[config.mk]
export PLATFORM = sky130hd
export DESIGN_NAME = instr_fetch_unit
export DESIGN_NICKNAME = d
export VERILOG_FILES = /design/src/rtl/instr_fetch_unit.sv
export SDC_FILE = /design/constraint.sdc
export NUM_CORES = 1
export LEC_CHECK = 0
export CAP_MARGIN = 20
export CORE_MARGIN = 2
export CORE_UTILIZATION = 48
export CTS_CLUSTER_DIAMETER = 120
export CTS_CLUSTER_SIZE = 28
export DETAILED_ROUTE_END_ITERATION = 8
export GPL_ROUTABILITY_DRIVEN = 0
export PLACE_DENSITY = 0.87
export SETUP_SLACK_MARGIN = 0.1
export SYNTH_ARGS = -nofsm -noshare
export SYNTH_HDL_FRONTEND = slang
export SYNTH_SLANG_ARGS = --single-unit
export TNS_END_PERCENT = 30
[constraint.sdc]
create_clock -name clk -period 4.9 [get_ports clk]
set_clock_uncertainty 0.15 [all_clocks]
set_input_delay 0.98 -clock clk [delete_from_list [all_inputs] [get_ports clk]]
set_output_delay 0.98 -clock clk [all_outputs]
set_load 0.01 [all_outputs]
[src/rtl/instr_fetch_unit.sv]
// Fetch stage for the single-cycle MIPS core: PC, imem req/ack handshake, next-PC and retire count.
// Optional misaligned-target fault checking is enabled with `define FETCH_ALIGN_CHECK_EN.

`ifndef NPC_OP_LENGTH
`define NPC_OP_LENGTH 2
`endif
`ifndef NPC_OP_NEXT
`define NPC_OP_NEXT    2'b00
`define NPC_OP_OFFSET  2'b01
`define NPC_OP_JUMP    2'b10
`define NPC_OP_DEFAULT 2'b11
`endif

module instr_fetch_unit #(
  parameter logic [31:0] RESET_PC  = 32'h0000_3000,
  parameter int unsigned CNT_WIDTH = 32
) (
  input  logic                      clk,
  input  logic                      rst,
  output logic                      imem_req,
  output logic [31:0]               imem_addr,
  input  logic                      imem_ack,
  input  logic [31:0]               imem_rdata,
  input  logic                      hold,
  input  logic [`NPC_OP_LENGTH-1:0] npc_op,
  output logic [31:0]               instr,
  output logic                      instr_valid,
  output logic [31:0]               pc,
  output logic [31:0]               pc_plus4,
  output logic [CNT_WIDTH-1:0]      retired_cnt,
  output logic                      fault
);

  typedef enum logic [1:0] {
    IDLE  = 2'd0,
    FETCH = 2'd1,
    EXEC  = 2'd2,
    FAULT = 2'd3
  } state_t;

  state_t      state_q, state_d;
  logic        load_instr;
  logic        commit;
  logic        misalign;
  logic        req_d;
  logic        valid_d;
  logic [31:0] p4;
  logic [31:0] npc_raw;
  logic [31:0] next_pc;

  // Next-PC selection; all adds wrap modulo 2^32
  always_comb begin
    p4 = pc + 32'd4;
    case (npc_op)
      `NPC_OP_NEXT:   npc_raw = p4;
      `NPC_OP_OFFSET: npc_raw = p4 + {{14{instr[15]}}, instr[15:0], 2'b00};
      `NPC_OP_JUMP:   npc_raw = {p4[31:28], instr[25:0], 2'b00};
      default:        npc_raw = p4;
    endcase
  end

`ifdef FETCH_ALIGN_CHECK_EN
  assign next_pc = npc_raw;
`else
  // Without the checker a stray low-order bit can never reach the PC
  assign next_pc = npc_raw & 32'hFFFF_FFFC;
`endif

  assign pc_plus4  = p4;
  assign imem_addr = {pc[31:2], 2'b00};

  always_ff @(posedge clk) begin
    if (rst) begin
      state_q <= IDLE;
    end else begin
      state_q <= state_d;
    end
  end

  always_comb begin
    state_d    = state_q;
    load_instr = 1'b0;
    commit     = 1'b0;
    misalign   = 1'b0;
    case (state_q)
      IDLE: state_d = FETCH;
      FETCH: begin
        if (imem_ack) begin
          load_instr = 1'b1;
          state_d    = EXEC;
        end
      end
      EXEC: begin
        if (!hold) begin
          commit  = 1'b1;
          state_d = FETCH;
`ifdef FETCH_ALIGN_CHECK_EN
          if (next_pc[1:0] != 2'b00) begin
            misalign = 1'b1;
            state_d  = FAULT;
          end
`endif
        end
      end
      FAULT:   state_d = FAULT;
      default: state_d = IDLE;
    endcase
  end

  // Handshake/valid flops are loaded from the next state so they line up with it
  assign req_d   = (state_d == FETCH);
  assign valid_d = (state_d == EXEC);

  always_ff @(posedge clk) begin
    if (rst) begin
      pc          <= RESET_PC;
      instr       <= 32'd0;
      instr_valid <= 1'b0;
      imem_req    <= 1'b0;
      retired_cnt <= '0;
    end else begin
      imem_req    <= req_d;
      instr_valid <= valid_d;
      if (load_instr) begin
        instr <= imem_rdata;
      end
      if (commit) begin
        retired_cnt <= retired_cnt + CNT_WIDTH'(1);
      end
      if (commit && !misalign) begin
        pc <= next_pc;
      end
    end
  end

`ifdef FETCH_ALIGN_CHECK_EN
  logic fault_q;

  always_ff @(posedge clk) begin
    if (rst) begin
      fault_q <= 1'b0;
    end else if (misalign) begin
      fault_q <= 1'b1;
    end
  end

  assign fault = fault_q;
`else
  assign fault = 1'b0;
`endif

endmodule

Word level (Yosys, flattened, before mapping)
Index checks and enable logic that the tools add are counted.

storage, ports and cells
  flip-flop bits (word level) = 98
  latch bits = 0
  logic and storage cells = 25
  RAM bits = 0
  output and inout port bits = 163
  memories kept = 0
  ROM bits = 0
  bits of input ports = 38

operators by class
  shifts and indexed selects = 0
  $lt $le $gt $ge = 0
  $mul = 0
  equal/unequal tests = 7
  muxes and demuxes = 8
  div/mod/pow operators = 0
  reductions and logical operators = 1
  $add $sub $neg = 3
  bitwise gates (word level) = 0

operators with widths
  kind                                                             count
  32-bit one-hot mux with 2 select lines                           1
  32-bit by 1-bit adder with 32-bit output, second input constant  1
  32-bit by 3-bit adder with 32-bit output, second input constant  1
  32-bit adder                                                     1
  2-bit == test, second input constant                             4
  2-bit one-hot mux with 4 select lines                            1
  2-bit by 1-bit == test with 1-bit output, second input constant  3
  1-bit two-way mux                                                4
  2-bit two-way mux                                                2
  2-bit zero test                                                  1

Logic depth before layout (Yosys ltp)
  depth after elaboration = 3
  depth in mapped cells = 18
  mapped depth without buffers = 17

Worst setup path before layout
Ideal clock, no wire load.

  path type = reg-to-reg
  start point = reg pc[7]
  end point = reg pc[26]
  data required time = 4.630 ns
  data arrival time = 3.408 ns
  buffers on the path = 1
  stages on the path, launching flop included = 16
  clock period less this slack = 3.678 ns
  setup time = 0.120 ns
  slack = 1.222 ns
  cells stage by stage = dfxtp_1 > and3_2 > and4b_1 > buf_4 > nand3_1 > inv_2 > and3_1 > xor2_1 > ha_1 > and2_1 > or2_2 > a21oi_1 > o211ai_1 > a21o_1 > and4b_1 > a211o_1

between the ends
  word-level cells in the longest chain between the ends = 3

ends and longest elaborated chain
  what                                      line  source
  start: declaration                        28    output logic [31:0] pc,
  start signal: assignment                  131   pc <= next_pc;
  32-bit by 3-bit adder with 32-bit output  53    p4 = pc + 32'd4;
  via pc_plus4[23]                          29    output logic [31:0] pc_plus4,
  32-bit adder                              56    `NPC_OP_OFFSET: npc_raw = p4 + {{14{instr[15]}}, instr[15:0], 2'b00};
  32-bit one-hot mux with 2 select lines    54    case (npc_op)

The timed path passes the listed nets, and every way through them passes these cells.
A chain may end at the register's enable or synchronous reset.

Worst setup path in the final report
  start point = reg pc[2]
  end point = out pc_plus4[26]

between the ends
  word-level cells in the longest chain between the ends = 1

ends and longest elaborated chain
  what                                      line
  32-bit by 3-bit adder with 32-bit output  53
  end: declaration                          29

No other way between the ends.

==> impl_metrics.py <==
metrics = {
    "layout": {
        "num_antenna_cells": 0,
        "fin_area_um2": 8710,
        "area_delta_synth_final_pct": 32.1,
        "regArea_um2": 1960,
        "multiInputGateArea_um2": 4160,
        "fill_cells": 1146,
        "nets": 1064,
        "layout-drive-gt1-share_pct": 5.05,
    },
    "synth": {
        "synthTopCellsByArea": "dfxtp_1 (30%), ha_1 (7.4%), nand2_1 (7.1%), a21oi_1 (5.3%), xor2_1 (5.2%)",
        "syn_area_um2": 6590,
        "yosysTopAreaCell": "dfxtp_1",
        "synth_edf_count": 0,
        "async_flop_share_pct": 0,
        "syn_inst": 843,
        "yosys.area.top_type_share_pct": 29.8,
        "yosys.cell_types.count": 76,
        "ys_warn_count": 0,
        "synth_ff_type": "dfxtp_1",
        "avgSynthCellArea_um2": 7.82,
        "synth_sequential_area_ratio_pct": 29.8,
        "synth.ff_latch_count": 98,
    },
    "placed_design": {
        "post-dp-hpwl_um": 14600,
        "placed_area_um2": 8410,
        "place_ws_ns": 0.944,
        "port-buffer-count": 193,
    },
    "sta": {
        "fin_ws_ns": 0.740,
        "fin_setup_tns_ns": 0,
        "period_share_pct": 84.9,
        "fmax_mhz": 240,
        "slew_headroom_pct": 52.5,
        "setup_viol": 0,
        "finalHoldViolations": 0,
        "rsz0062_at_grt": "false",
        "worst_pin_slew_ns": 0.712,
        "drv_slew": 0,
        "period_minus_slack_ns": 4.16,
    },
    "clocking": {
        "clkLatencyLatePin_ns": 0.36,
        "clock_path_buffers": 2,
        "cts_hold_buf": 0,
        "clock-root-buffer": "clkbuf_16",
        "cts_tree": "built",
        "cts.clk_slew.worst_paths_ns": 0.07,
        "cts_made_buffers": 9,
        "post_cts_buffers": 0,
        "cts_resized": 0,
        "cts.sinks": 98,
        "cts_htree_levels": 3,
    },
    "critical_path": {
        "worstPathCellList": "ha_1 > and4_1 > and4_4 > and2b_2 > nand3_2 > xnor2_1 > clkdlybuf4s50_1",
        "worstPathArrival_ns": 3.03,
        "cpMaxStageDelayCell": "clkdlybuf4s50_1",
        "setup.worst_path.class": "register to output pin",
        "critPathBufInv": 1,
        "cp-start-kind": "register",
        "slowest_delay_ns": 0.62,
        "crit_family": "simple AND/OR/NAND/NOR gates",
        "critPathCaptureType": "output pin",
        "worst_ep_required_time_ns": 3.77,
        "path_max_fanout": 7,
    },
    "power_and_ir_drop": {
        "power_switching_share_pct": 27.9,
        "internal-power_mw": 1.35,
        "leakage_nw": 3.47,
        "clockPowerShare_pct": 39.5,
        "ir_drop_uv": 166,
        "combPwrFrac_pct": 15.6,
        "power.switching_mw": 0.522,
        "p_per_area_nw_per_um2": 215,
        "power_frac_seq_pct": 44.9,
    },
    "routing": {
        "drtAntennaViolNets": 0,
        "vias": 6745,
        "wire_per_inst_um": 17.2,
        "totalWireLength_um": 20000,
        "drc_errors": 0,
        "vias_per_cell": 5.78,
        "first_pass_iters": 5,
        "drt_iter0_markers": 524,
    },
    "global_route": {
        "antenna_found_initial": 0,
        "grt-ovfl-total": 0,
        "grt_use_total_pct": 27.4,
        "grt_max_degree": 67,
        "grt_pass1_vias": 6337,
        "grt_pass1_wl_um": 32000,
    },
    "floorplanning": {
        "dieArea_um2": 14700,
        "initial_utilization_pct": 49.4,
        "floorplan.rows": 42,
        "die_x_um": 121,
        "fp.dieH_um": 121,
        "pin_count": 201,
        "core_um2": 13300,
    },
    "min_path": {
        "min_path_type": "register to register",
    },
    "job": {
        "drv_cap": 0,
    },
    "status": {
        "status": "complete, no violations",
    },
}
worst reg2reg max path, stage by stage (launching register included):
cell and delay, ns:
dfxtp_1 0.46, and3_2 0.29, and4b_1 0.46, nand3_1 0.25, inv_2 0.11, and3_1 0.17, xor2_1 0.30, ha_1 0.34
and2_1 0.20, or2_2 0.27, a21oi_1 0.14, o211ai_1 0.14, a2111oi_0 0.45, a221oi_1 0.10, a21boi_1 0.16
through the flow:
step / utilization [%] / hold WS (ns) / std cells / power (mW)
2_1_floorplan: - / 0.331 / 849 / 1.02
3_3_place_gp: 63.0 / 0.292 / 1151 / 1.14
3_5_place_dp: 63.0 / 0.299 / 1151 / 1.15
4_1_cts: 65.2 / 0.306 / 1167 / 1.88
5_1_grt: 65.2 / 0.346 / 1167 / 1.93
6_report: 65.2 / 0.306 / 1167 / 1.87
synthesized netlist by cell type, drive strengths merged, types with 3 or more instances:
library cell / instances
nand2: 125
dfxtp: 98
a21oi: 72
nor2: 63
buf: 46
ha: 39
xor2: 39
xnor2: 38
o21ai: 37
nand3: 36
clkbuf: 31
and3: 20
inv: 16
a21o: 14
nand4: 14
o22ai: 13
a211oi: 12
a22oi: 11
and2: 10
a221oi: 9
a31oi: 9
nand2b: 9
nor3: 9
and4: 7
o21a: 6
o31ai: 6
or3: 6
o211ai: 4
or2: 4
a211o: 3
a21boi: 3
nor2b: 3
kinds of logic after synthesis:
kind of cell    Yosys count  synth area share (%)
compound gates          216                  21.1
xor+xnor                 77                  10.3
fa+ha+maj                40                  7.70
buf+inv                  93                  7.55
flops                    98                  29.8
other cells               1                0.0569
simple gates            318                  23.5
flip-flops by register name, indices dropped and copies added (netlist names):
name / count
instr: 32
state_q: 2
pc: 30
instr_valid: 1
retired_cnt: 32
imem_req: 1
routing by layer:
layer | GRT usage (%) | vias up | routed length, um
li1 | - | 3234 | -
met4 | 12.9 | 0 | 641
met5 | 0 | - | 0
met3 | 6.48 | 48 | 1750
met1 | 33.8 | 3167 | 8380
met2 | 45.0 | 296 | 9270
worst paths after layout:
check            start           end  slack (ns)  depth (start not counted)
min reg2reg  instr[29]     instr[29]        0.31                          2
max reg2reg      pc[7]        pc[30]        0.85                         14
min          instr[29]     instr[29]        0.31                          2
max              pc[2]  pc_plus4[26]        0.74                          7
power groups by stage:
stage,logic [mW],registers [mW],clock network (mW)
global placement,0.283,0.857,0
detailed placement,0.287,0.858,0
CTS,0.289,0.840,0.749
floorplan,0.156,0.863,0
finish,0.292,0.840,0.740
global route,0.317,0.843,0.775
placed cells by master (no fill, tap or decap), drive strengths merged, types with 3 or more instances in the layout:
cell type      count
nand4             14
a221oi             9
dfxtp             98
o211ai             4
nand2            125
nor2              63
ha                39
nand3             36
clkdlybuf4s50    192
or3                6
a21boi             3
nand2b             9
o21a               6
clkbuf            10
and2              10
xor2              39
o22ai             13
and3              20
and4               7
a21oi             72
nor3               9
conb               7
a211oi            12
nor2b              3
xnor2             38
or2                4
o21ai             37
inv               19
o31ai              6
a211o              3
a21o              14
buf               11
a22oi             11
a31oi              9
area by class of cell:
class                   instances  area share [%]
inverters                      16           0.690
repair buffers                203            23.0
multi-input cells             658            47.8
well taps                     176            2.53
clock buffers                  10            2.63
flip-flops and latches         98            22.5
clock inverters                 6           0.833
Power figures use the tool's default switching activity.
